## config.mk

```make
export PLATFORM = sky130hd
export DESIGN_NAME = plic_claim_master
export DESIGN_NICKNAME = d
export VERILOG_FILES = /design/src/rtl/plic_pkg.sv /design/src/rtl/plic_claim_master.sv
export SDC_FILE = /design/constraint.sdc
export NUM_CORES = 1
export LEC_CHECK = 0
export ABC_AREA = 1
export BUFFER_PORTS_ARGS = -buffer_cell sky130_fd_sc_hd__clkbuf_2
export CAP_MARGIN = 30
export CELL_PAD_IN_SITES_DETAIL_PLACEMENT = 1
export CELL_PAD_IN_SITES_GLOBAL_PLACEMENT = 2
export CORE_MARGIN = 4
export CORE_UTILIZATION = 19
export CTS_CLUSTER_DIAMETER = 30
export CTS_CLUSTER_SIZE = 16
export DETAILED_ROUTE_END_ITERATION = 7
export PLACE_DENSITY_LB_ADDON = 0.2
export SYNTH_ARGS = -nofsm -noshare
export SYNTH_HDL_FRONTEND = slang
export SYNTH_SLANG_ARGS = --single-unit
```

## constraint.sdc

```tcl
create_clock -name CLK -period 1.2 [get_ports CLK]
set_input_delay 0.06 -clock CLK [delete_from_list [all_inputs] [get_ports CLK]]
set_output_delay 0.06 -clock CLK [all_outputs]
set_load 0.02 [all_outputs]
```

## src/rtl/plic_pkg.sv

```systemverilog
// plic_pkg: definitions shared by the PLIC-facing agents.
//   plic_claim_state_t     - claim/complete FSM states
//   PLIC_CLAIM_ADDR        - default claim register address
//   PLIC_COMPLETE_ADDR     - default complete register address
//   plic_id_w(n)           - ID width needed to encode n interrupt sources
//   PLIC_ID_W              - default ID width (32 sources)
package plic_pkg;

  typedef enum logic [2:0] {
    IDLE,
    CLAIM_RD,
    CLAIM_WAIT,
    SERVE,
    COMPLETE_WR,
    DRAIN
  } plic_claim_state_t;

  localparam logic [31:0] PLIC_CLAIM_ADDR    = 32'h0000_0004;
  localparam logic [31:0] PLIC_COMPLETE_ADDR = 32'h0000_0008;

  // Smallest w (at least 1) with 2**w >= n.
  function automatic int plic_id_w(input int n);
    int w;
    w = 1;
    while ((1 << w) < n) w++;
    return w;
  endfunction

  localparam int PLIC_ID_W = plic_id_w(32);

endpackage

```

## src/rtl/plic_claim_master.sv

```systemverilog
// plic_claim_master: initiator-side agent for the PLIC register interface.
// Claims the winning interrupt by reading the claim register, presents the
// ID to the core, and writes it back to the complete register when the ISR
// is done. A DRAIN phase follows each completion so that a request line that
// has not yet dropped is not re-claimed as stale.
//
// Ports
//   CLK, RST                   clock, synchronous active-high reset
//   interrupt_service_request  PLIC has a pending, enabled interrupt
//   interrupt_clear            PLIC pulse: completed source cleared
//   rdata                      PLIC read data, valid the cycle after ren
//   addr/ren/wen/wdata         PLIC register strobes (single cycle)
//   rambusy                    read in flight (cycle after ren)
//   irq_enable                 core global interrupt enable
//   irq_done                   core pulse: ISR finished
//   irq_valid/irq_id           claimed interrupt presented to the core
//   spurious_count             saturating count of claims returning no ID
module plic_claim_master
  import plic_pkg::*;
#(
  parameter int          N_interrupts  = 32,
  parameter int          ID_W          = PLIC_ID_W,
  parameter logic [31:0] CLAIM_ADDR    = PLIC_CLAIM_ADDR,
  parameter logic [31:0] COMPLETE_ADDR = PLIC_COMPLETE_ADDR,
  parameter int          DRAIN_MAX     = 15
) (
  input  logic            CLK,
  input  logic            RST,
  input  logic            interrupt_service_request,
  input  logic            interrupt_clear,
  input  logic [31:0]     rdata,
  output logic [31:0]     addr,
  output logic            ren,
  output logic            wen,
  output logic [31:0]     wdata,
  output logic            rambusy,
  input  logic            irq_enable,
  input  logic            irq_done,
  output logic            irq_valid,
  output logic [ID_W-1:0] irq_id,
  output logic [7:0]      spurious_count
);

  localparam logic [3:0] DRAIN_LAST = 4'(DRAIN_MAX - 1);

  plic_claim_state_t state_q, state_d;
  logic [ID_W-1:0]   id_q, id_d;
  logic [3:0]        drain_cnt_q, drain_cnt_d;
  logic [7:0]        spurious_count_q, spurious_count_d;
  logic [31:0]       addr_q, addr_d;
  logic [31:0]       wdata_q, wdata_d;
  logic              ren_q, ren_d;
  logic              wen_q, wen_d;
  logic              rambusy_q, rambusy_d;
  logic              irq_valid_q, irq_valid_d;
  logic [ID_W-1:0]   irq_id_q, irq_id_d;

  logic [ID_W-1:0]   rd_id;
  logic              rd_id_bad;

  assign rd_id     = rdata[ID_W-1:0];
  assign rd_id_bad = (rd_id == '0) ||
                     ({{(32-ID_W){1'b0}}, rd_id} >= $unsigned(N_interrupts));

  always_comb begin
    state_d          = state_q;
    id_d             = id_q;
    drain_cnt_d      = drain_cnt_q;
    spurious_count_d = spurious_count_q;

    case (state_q)
      IDLE: begin
        if (interrupt_service_request && irq_enable) state_d = CLAIM_RD;
      end
      CLAIM_RD: state_d = CLAIM_WAIT;
      CLAIM_WAIT: begin
        if (rd_id_bad) begin
          if (spurious_count_q != 8'hFF) spurious_count_d = spurious_count_q + 8'd1;
          state_d = IDLE;
        end else begin
          id_d    = rd_id;
          state_d = SERVE;
        end
      end
      // irq_done wins here; interrupt_clear is only meaningful in DRAIN.
      SERVE: begin
        if (irq_done) state_d = COMPLETE_WR;
      end
      COMPLETE_WR: begin
        drain_cnt_d = '0;
        state_d     = DRAIN;
      end
      DRAIN: begin
        if (interrupt_clear || !interrupt_service_request ||
            drain_cnt_q == DRAIN_LAST) begin
          drain_cnt_d = '0;
          state_d     = IDLE;
        end else begin
          drain_cnt_d = drain_cnt_q + 4'd1;
        end
      end
      default: state_d = IDLE;
    endcase

    // Outputs are decoded from the next state so they are registered and
    // line up with the state they belong to.
    ren_d       = (state_d == CLAIM_RD);
    wen_d       = (state_d == COMPLETE_WR);
    rambusy_d   = (state_d == CLAIM_WAIT);
    irq_valid_d = (state_d == SERVE);
    irq_id_d    = irq_valid_d ? id_d : '0;
    addr_d      = ren_d ? CLAIM_ADDR : (wen_d ? COMPLETE_ADDR : 32'h0);
    wdata_d     = wen_d ? {{(32-ID_W){1'b0}}, id_d} : 32'h0;
  end

  always_ff @(posedge CLK) begin
    if (RST) begin
      state_q          <= IDLE;
      id_q             <= '0;
      drain_cnt_q      <= '0;
      spurious_count_q <= '0;
      addr_q           <= '0;
      wdata_q          <= '0;
      ren_q            <= 1'b0;
      wen_q            <= 1'b0;
      rambusy_q        <= 1'b0;
      irq_valid_q      <= 1'b0;
      irq_id_q         <= '0;
    end else begin
      state_q          <= state_d;
      id_q             <= id_d;
      drain_cnt_q      <= drain_cnt_d;
      spurious_count_q <= spurious_count_d;
      addr_q           <= addr_d;
      wdata_q          <= wdata_d;
      ren_q            <= ren_d;
      wen_q            <= wen_d;
      rambusy_q        <= rambusy_d;
      irq_valid_q      <= irq_valid_d;
      irq_id_q         <= irq_id_d;
    end
  end

  assign addr           = addr_q;
  assign wdata          = wdata_q;
  assign ren            = ren_q;
  assign wen            = wen_q;
  assign rambusy        = rambusy_q;
  assign irq_valid      = irq_valid_q;
  assign irq_id         = irq_id_q;
  assign spurious_count = spurious_count_q;

endmodule

```

==> out/qor.txt, run 1 <==
status = finished, violations left
violated checks = setup timing
Switching Share = 0.321
Ys Warns = 0
fin area = 2520 um2
row count = 35
Congestion Overflow GR = 0
Die W = 107 um
NetSw = 811 uW
Max VDD drop = 0.000316 V
clock sink total = 35
RSZ-0062 raised after global routing = yes
CTS buffer count = 5
Residual DRC = 0
DP Area = 2190 um2
largest net degree at the start of global routing = 16
Final Routed Wirelength = 4.73 mm
initial antenna violation count = 0
Cell Int Power = 1.72 mW
die area = 11400 um2
PnR worst setup slack = -0.0445 ns
clock tree buffer depth = 2
Yosys reg bits = 35
vias per cell = 3.48
Post-synth EDFFs = 0
Yosys top cell area share = 0.378
Leak = 1.18 nW
Root Buffer = clkbuf_8
CP Max Fanout = 6
Worst-Skew Late Latency = 0.29 ns
Clk pwr share = 0.344
share of synthesized registers carrying an async set or reset = 0
drt initial violations = 22
Seq pwr share = 0.474
hold-fix buffer count after cts = 0
first-pass GRT wire length = 7.23 mm
final net count = 354
top cells by count, synth = buf_4 (58), nand2_1 (45), dfxtp_1 (35)
number of port buffers = 34
Worst Setup Start Kind = register
post-layout min period = 1.24 ns
vias in the first global route = 1521
Area growth, synth to finish = 35.7%
core region area = 9370 um2
Synth area leader = dfxtp_1
Fillers = 1172
most common cell in the netlist = buf_4
Synth area leaders = dfxtp_1 (38%), buf_4 (23%), nand2_1 (9.1%)
WP data required = 1.38 ns
dpl hpwl = 3.63 mm
final RePlAce weighted congestion = 0.728
clk slew on worst S/H paths = 0.08 ns
combinational share of power = 0.183
Worst Path Arrival = 1.42 ns
total global-route track usage = 0.0799
register area share after synthesis = 0.378
Setup CP Type = register to register
Hold Path Class = input pin to register
syn_area_per_cell = 7.57 um2
Initial Utilization = 0.198
worst clock skew = 0.00351 ns
total negative slack = -0.331 ns
distinct cell type count after synthesis = 23
layout cells sized above 1 = 0.408
Mapped Cells = 245
die height = 107 um
critical path capture point type = register
Max-cap violations = 0
fin crit share = 1.04
per-cell routed wire length = 10.7 um
CTS tree = built
DRT Pass-1 Iters = 2
fmax = 804 MHz
commonest register cell after synthesis = dfxtp_1
io pins = 119
pwr dens = 1000 nW/um2
Slew Limit Fails = 0
H-Tree Depth = 2
ant diodes = 0
Hold Fails Final Rpt = 0
synthesized area = 1850 um2
DRT antenna net count = 0
endpoints failing setup = 14
detailed-route via count = 1541
[flip-flops by register name (all words and copies together), names as in the netlist]
signal	count
addr	2
drain_cnt_q	4
id_q	5
irq_id	5
irq_valid	1
rambusy	1
spurious_count	8
state_q	3
wdata	5
wen	1
[cell usage in the layout, fill, tap and decap left out]
master	n
nor4_1	1
nand2_1	37
xnor2_1	1
nor3_1	1
a22oi_2	5
nor3_4	1
o21ai_2	2
nor2_2	8
buf_4	26
o21ai_4	1
dfxtp_4	4
a21oi_1	4
ha_1	2
nand2_4	4
clkinvlp_4	1
a21oi_2	7
inv_2	7
nand3_1	5
clkinv_2	1
nand2_2	5
nand2_8	1
buf_6	5
nand3_4	2
clkbuf_1	1
nor2_1	21
dfxtp_1	28
clkbuf_2	34
o21ai_1	1
nand4_1	4
conb_1	57
dfxtp_2	3
ha_4	1
nand3b_1	2
nor2_4	5
clkbuf_8	5
xor2_1	4
inv_1	17
[path summary, 6_finish.rpt]
kind | start | end | slack [ns] | depth (start not counted)
setup / recovery | state_q[1]$_SDFF_PP0_ | wdata[1]$_SDFF_PP0_ | -0.04 | 6
hold / removal | RST | wen$_SDFF_PP0_ | 0.08 | 2
setup reg to reg | state_q[1]$_SDFF_PP0_ | wdata[1]$_SDFF_PP0_ | -0.04 | 6
hold reg to reg | drain_cnt_q[3]$_SDFFE_PP0P_ | drain_cnt_q[3]$_SDFFE_PP0P_ | 0.50 | 2
[per-layer routing]
layer  up-vias  wire length [um]  global-route usage  share of wire
met4         0                48              0.0301          0.010
met2        53              2320               0.135           0.49
met3         4               324              0.0193          0.069
met5         -                 0                   0              0
li1        782                 -                   -              -
met1       702              2040              0.0979           0.43
[stage by stage]
step	power, mW	util	hold slack, ns	setup slack, ns	cells
floorplan	1.64	-	0.144	-0.0915	301
global placement	1.59	0.234	0.375	-0.110	429
detailed placement	1.59	0.234	0.385	-0.110	429
CTS	2.52	0.250	0.0648	-0.0735	438
global route	2.65	0.268	0.0898	-0.154	443
finish	2.53	0.268	0.0822	-0.0445	443
[critical path, cell delays in order, from the launching register on]
cell     delay (ns)
dfxtp_2        0.34
inv_2          0.05
nor3_4         0.20
buf_6          0.14
o21ai_4        0.10
a22oi_2        0.24
nor2_1         0.07
[area by class of cell]
cell class | count | area (um2) | area share
clock buffers | 6 | 72.6 | 0.0288
clock inverters | 2 | 12.5 | 0.00497
inverters | 24 | 90.1 | 0.0358
multi-input cells | 182 | 1040 | 0.413
flip-flops and latches | 35 | 719 | 0.286
well taps | 129 | 161 | 0.0641
repair buffers | 65 | 422 | 0.168
[power by group through the flow]
stage / combinational (mW) / sequential [mW] / clock (mW)
6_report: 0.462 / 1.20 / 0.869
5_1_grt: 0.503 / 1.20 / 0.951
4_1_cts: 0.404 / 1.20 / 0.916
3_5_place_dp: 0.369 / 1.22 / 0
3_3_place_gp: 0.369 / 1.22 / 0
2_1_floorplan: 0.403 / 1.24 / 0
[what timing repair did]
action,in CTS,in global routing
resized for setup,18,43
buffers inserted,1,5
hold endpoints to repair,0,0
pin swaps,9,14
endpoints found under the setup margin,29,32
[logic make-up (layout without fill, tap and decap cells)]
kind of cell / Yosys count / after routing / synth area share
other: 1 / 57 / 0.00202
AND/OR/NAND/NOR: 97 / 97 / 0.226
XOR/XNOR: 5 / 5 / 0.0236
adder cells (fa/ha/maj): 3 / 3 / 0.0202
buffers and inverters: 84 / 97 / 0.287
flip-flops: 35 / 35 / 0.378
AO/OA/AOI/OAI: 20 / 20 / 0.0628
No activity file was read; power rests on OpenSTA's default activity.
==> inputs of run 2 (changes only) <==
- CORE_ASPECT_RATIO: not set -> 0.75
==> out/qor.txt, run 2 (same netlist as run 1, synthesis figures left out) <==
WP data required = 1.42 ns (+0.04 ns)
Leak = 1.27 nW (+7.3%)
hold-fix buffer count after cts = 0 (unchanged)
clock sink total = 35 (unchanged)
Root Buffer = clkbuf_16
final net count = 361 (+2.0%)
layout cells sized above 1 = 0.430 (+0.0223)
clock tree buffer depth = 2 (unchanged)
total global-route track usage = 0.0843 (+0.00438)
post-layout min period = 1.26 ns (+0.0124 ns)
ant diodes = 0 (unchanged)
fin util = 0.286 (+0.0172)
detailed-route via count = 1578 (+2.4%)
CTS buffer count = 5 (unchanged)
H-Tree Depth = 2 (unchanged)
Final Routed Wirelength = 4.89 mm (+3.6%)
Worst Path Arrival = 1.47 ns (+0.05 ns)
Max-cap violations = 0 (unchanged)
Hold Fails Final Rpt = 0 (unchanged)
CP bufs+invs = 1 (-1)
Hold Path Class = input pin to register
CTS tree = built
Slew Limit Fails = 0 (unchanged)
clk slew on worst S/H paths = 0.06 ns (-0.02 ns)
fin crit share = 1.05 (+0.0103)
number of port buffers = 34 (unchanged)
Worst-Skew Late Latency = 0.28 ns (about the same)
Worst Setup Start Kind = register
Fillers = 1142 (-2.6%)
status = finished, violations left
initial antenna violation count = 0 (unchanged)
Largest register FFs = 8 (unchanged)
largest net degree at the start of global routing = 16 (unchanged)
PnR worst setup slack = -0.0569 ns (-0.0124 ns)
DRT antenna net count = 0 (unchanged)
crit-path cells = nor3_4, buf_6, o21ai_4, nand2_2, nand2_4, nor2_2
Crit path max-delay family = simple AND/OR/NAND/NOR gates
first-pass GRT wire length = 7.56 mm (+4.5%)
final RePlAce weighted congestion = 0.729 (+0.15%)
Congestion Overflow GR = 0 (unchanged)
Worst path slowest cell = dfxtp_4
dpl hpwl = 3.77 mm (+4.1%)
row count = 30 (-14%)
Max VDD drop = 0.000586 V (+86%)
per-cell routed wire length = 10.9 um (+2.2%)
commonest non-fill, non-tap cell in the layout = conb_1
core region area = 9270 um2 (-1.1%)
violated checks = setup timing
worst clock skew = 0.00492 ns (+0.00141 ns)
die height = 93.6 um (-12%)
vias in the first global route = 1543 (+1.4%)
die area = 11400 um2 (+0.14%)
pwr dens = 1190 nW/um2 (+18%)
worst stage delay on the critical path = 0.36 ns (+0.02 ns)
Setup CP Type = register to register
Die W = 122 um (+14%)
RSZ-0062 raised after global routing = yes
fmax = 796 MHz (-0.98%)
DRT Pass-1 Iters = 4 (+2)
Area growth, synth to finish = 42.8%
vias per cell = 3.51 (+1.0%)
CP Max Fanout = 6 (unchanged)
io pins = 119 (unchanged)
drt initial violations = 42 (+91%)
critical path capture point type = register
flip-flop and latch area = 721 um2 (+0.17%)
endpoints failing setup = 24 (+10)
Residual DRC = 0 (unchanged)
total negative slack = -0.819 ns (-0.488 ns)
Initial Utilization = 0.200 (+0.00214)
most frequent cells in the layout = conb_1 (57), nand2_1 (39), clkbuf_2 (34)
area of the multi-input gates = 1030 um2 (-0.84%)
run 2: cell types whose count changed in the layout (fill, tap and decap cells not counted), moves of 2 or more:
| cell | before | now |
|---|---|---|
| a21oi_1 | 4 | 7 |
| a21oi_2 | 7 | 4 |
| buf_4 | 26 | 33 |
| clkbuf_16 | 0 | 5 |
| clkbuf_8 | 5 | 0 |
| inv_1 | 17 | 15 |
| inv_4 | 0 | 2 |
| nand2_1 | 37 | 39 |
| nand3_1 | 5 | 3 |
| nand3_2 | 0 | 2 |
run 2: per-stage QoR:
| step | power [mW] | hold slack [ns] | cells | instance area (um2) | setup WS, ns |
|---|---|---|---|---|---|
| floorplan | 1.64 | 0.144 | 301 | 2120 | -0.0915 |
| global placement | 1.60 | 0.366 | 434 | 2240 | -0.0755 |
| detailed placement | 1.60 | 0.372 | 434 | 2240 | -0.122 |
| CTS | 3.13 | 0.0743 | 443 | 2460 | -0.0697 |
| global route | 3.31 | 0.107 | 449 | 2650 | -0.143 |
| finish | 3.14 | 0.0855 | 449 | 2650 | -0.0569 |
run 2: layer usage:
layer	track usage	wire (um)	vias up
li1	-	-	797
met1	0.112	2280	736
met2	0.131	2320	42
met3	0.0272	259	3
met4	0.0224	27	0
met5	0	0	-
run 2: path summary, 6_finish.rpt:
kind	startpoint	depth (start not counted)	slack (ns)	end
worst min-delay path	rdata[0]	3	0.09	id_q[0]$_SDFF_PP0_
worst max register to register	state_q[0]$_SDFF_PP0_	6	-0.06	irq_id[1]$_SDFF_PP0_
worst min register to register	id_q[0]$_SDFF_PP0_	2	0.50	id_q[0]$_SDFF_PP0_
worst max-delay path	state_q[0]$_SDFF_PP0_	6	-0.06	irq_id[1]$_SDFF_PP0_
run 2: final cells by class:
cell class                 instances  area share
multi-input combinational        182       0.389
sequential                        35       0.272
timing repair buffer              72       0.179
tap                              128      0.0605
clock buffer                       5      0.0472
inverter                          24      0.0359
clock inverter                     3      0.0165
run 2: timing repair:
action	4_1_cts	5_1_grt
endpoints found under the setup margin	31	33
resized for setup	20	43
setup buffers	1	7
pin swaps	2	18
run 2: worst min-delay path: cells and delay by family:
| family | cells | cell delay (ns) |
|---|---|---|
| compound gates | 1 | 0.09 |
| buf+inv | 1 | 0.10 |
| simple gates | 1 | 0.08 |
run 2: power by group:
part           switching [mW]  total (mW)  internal, mW
registers              0.0166        1.20          1.18
logic                   0.332       0.462         0.129
clock network           0.501        1.48         0.979
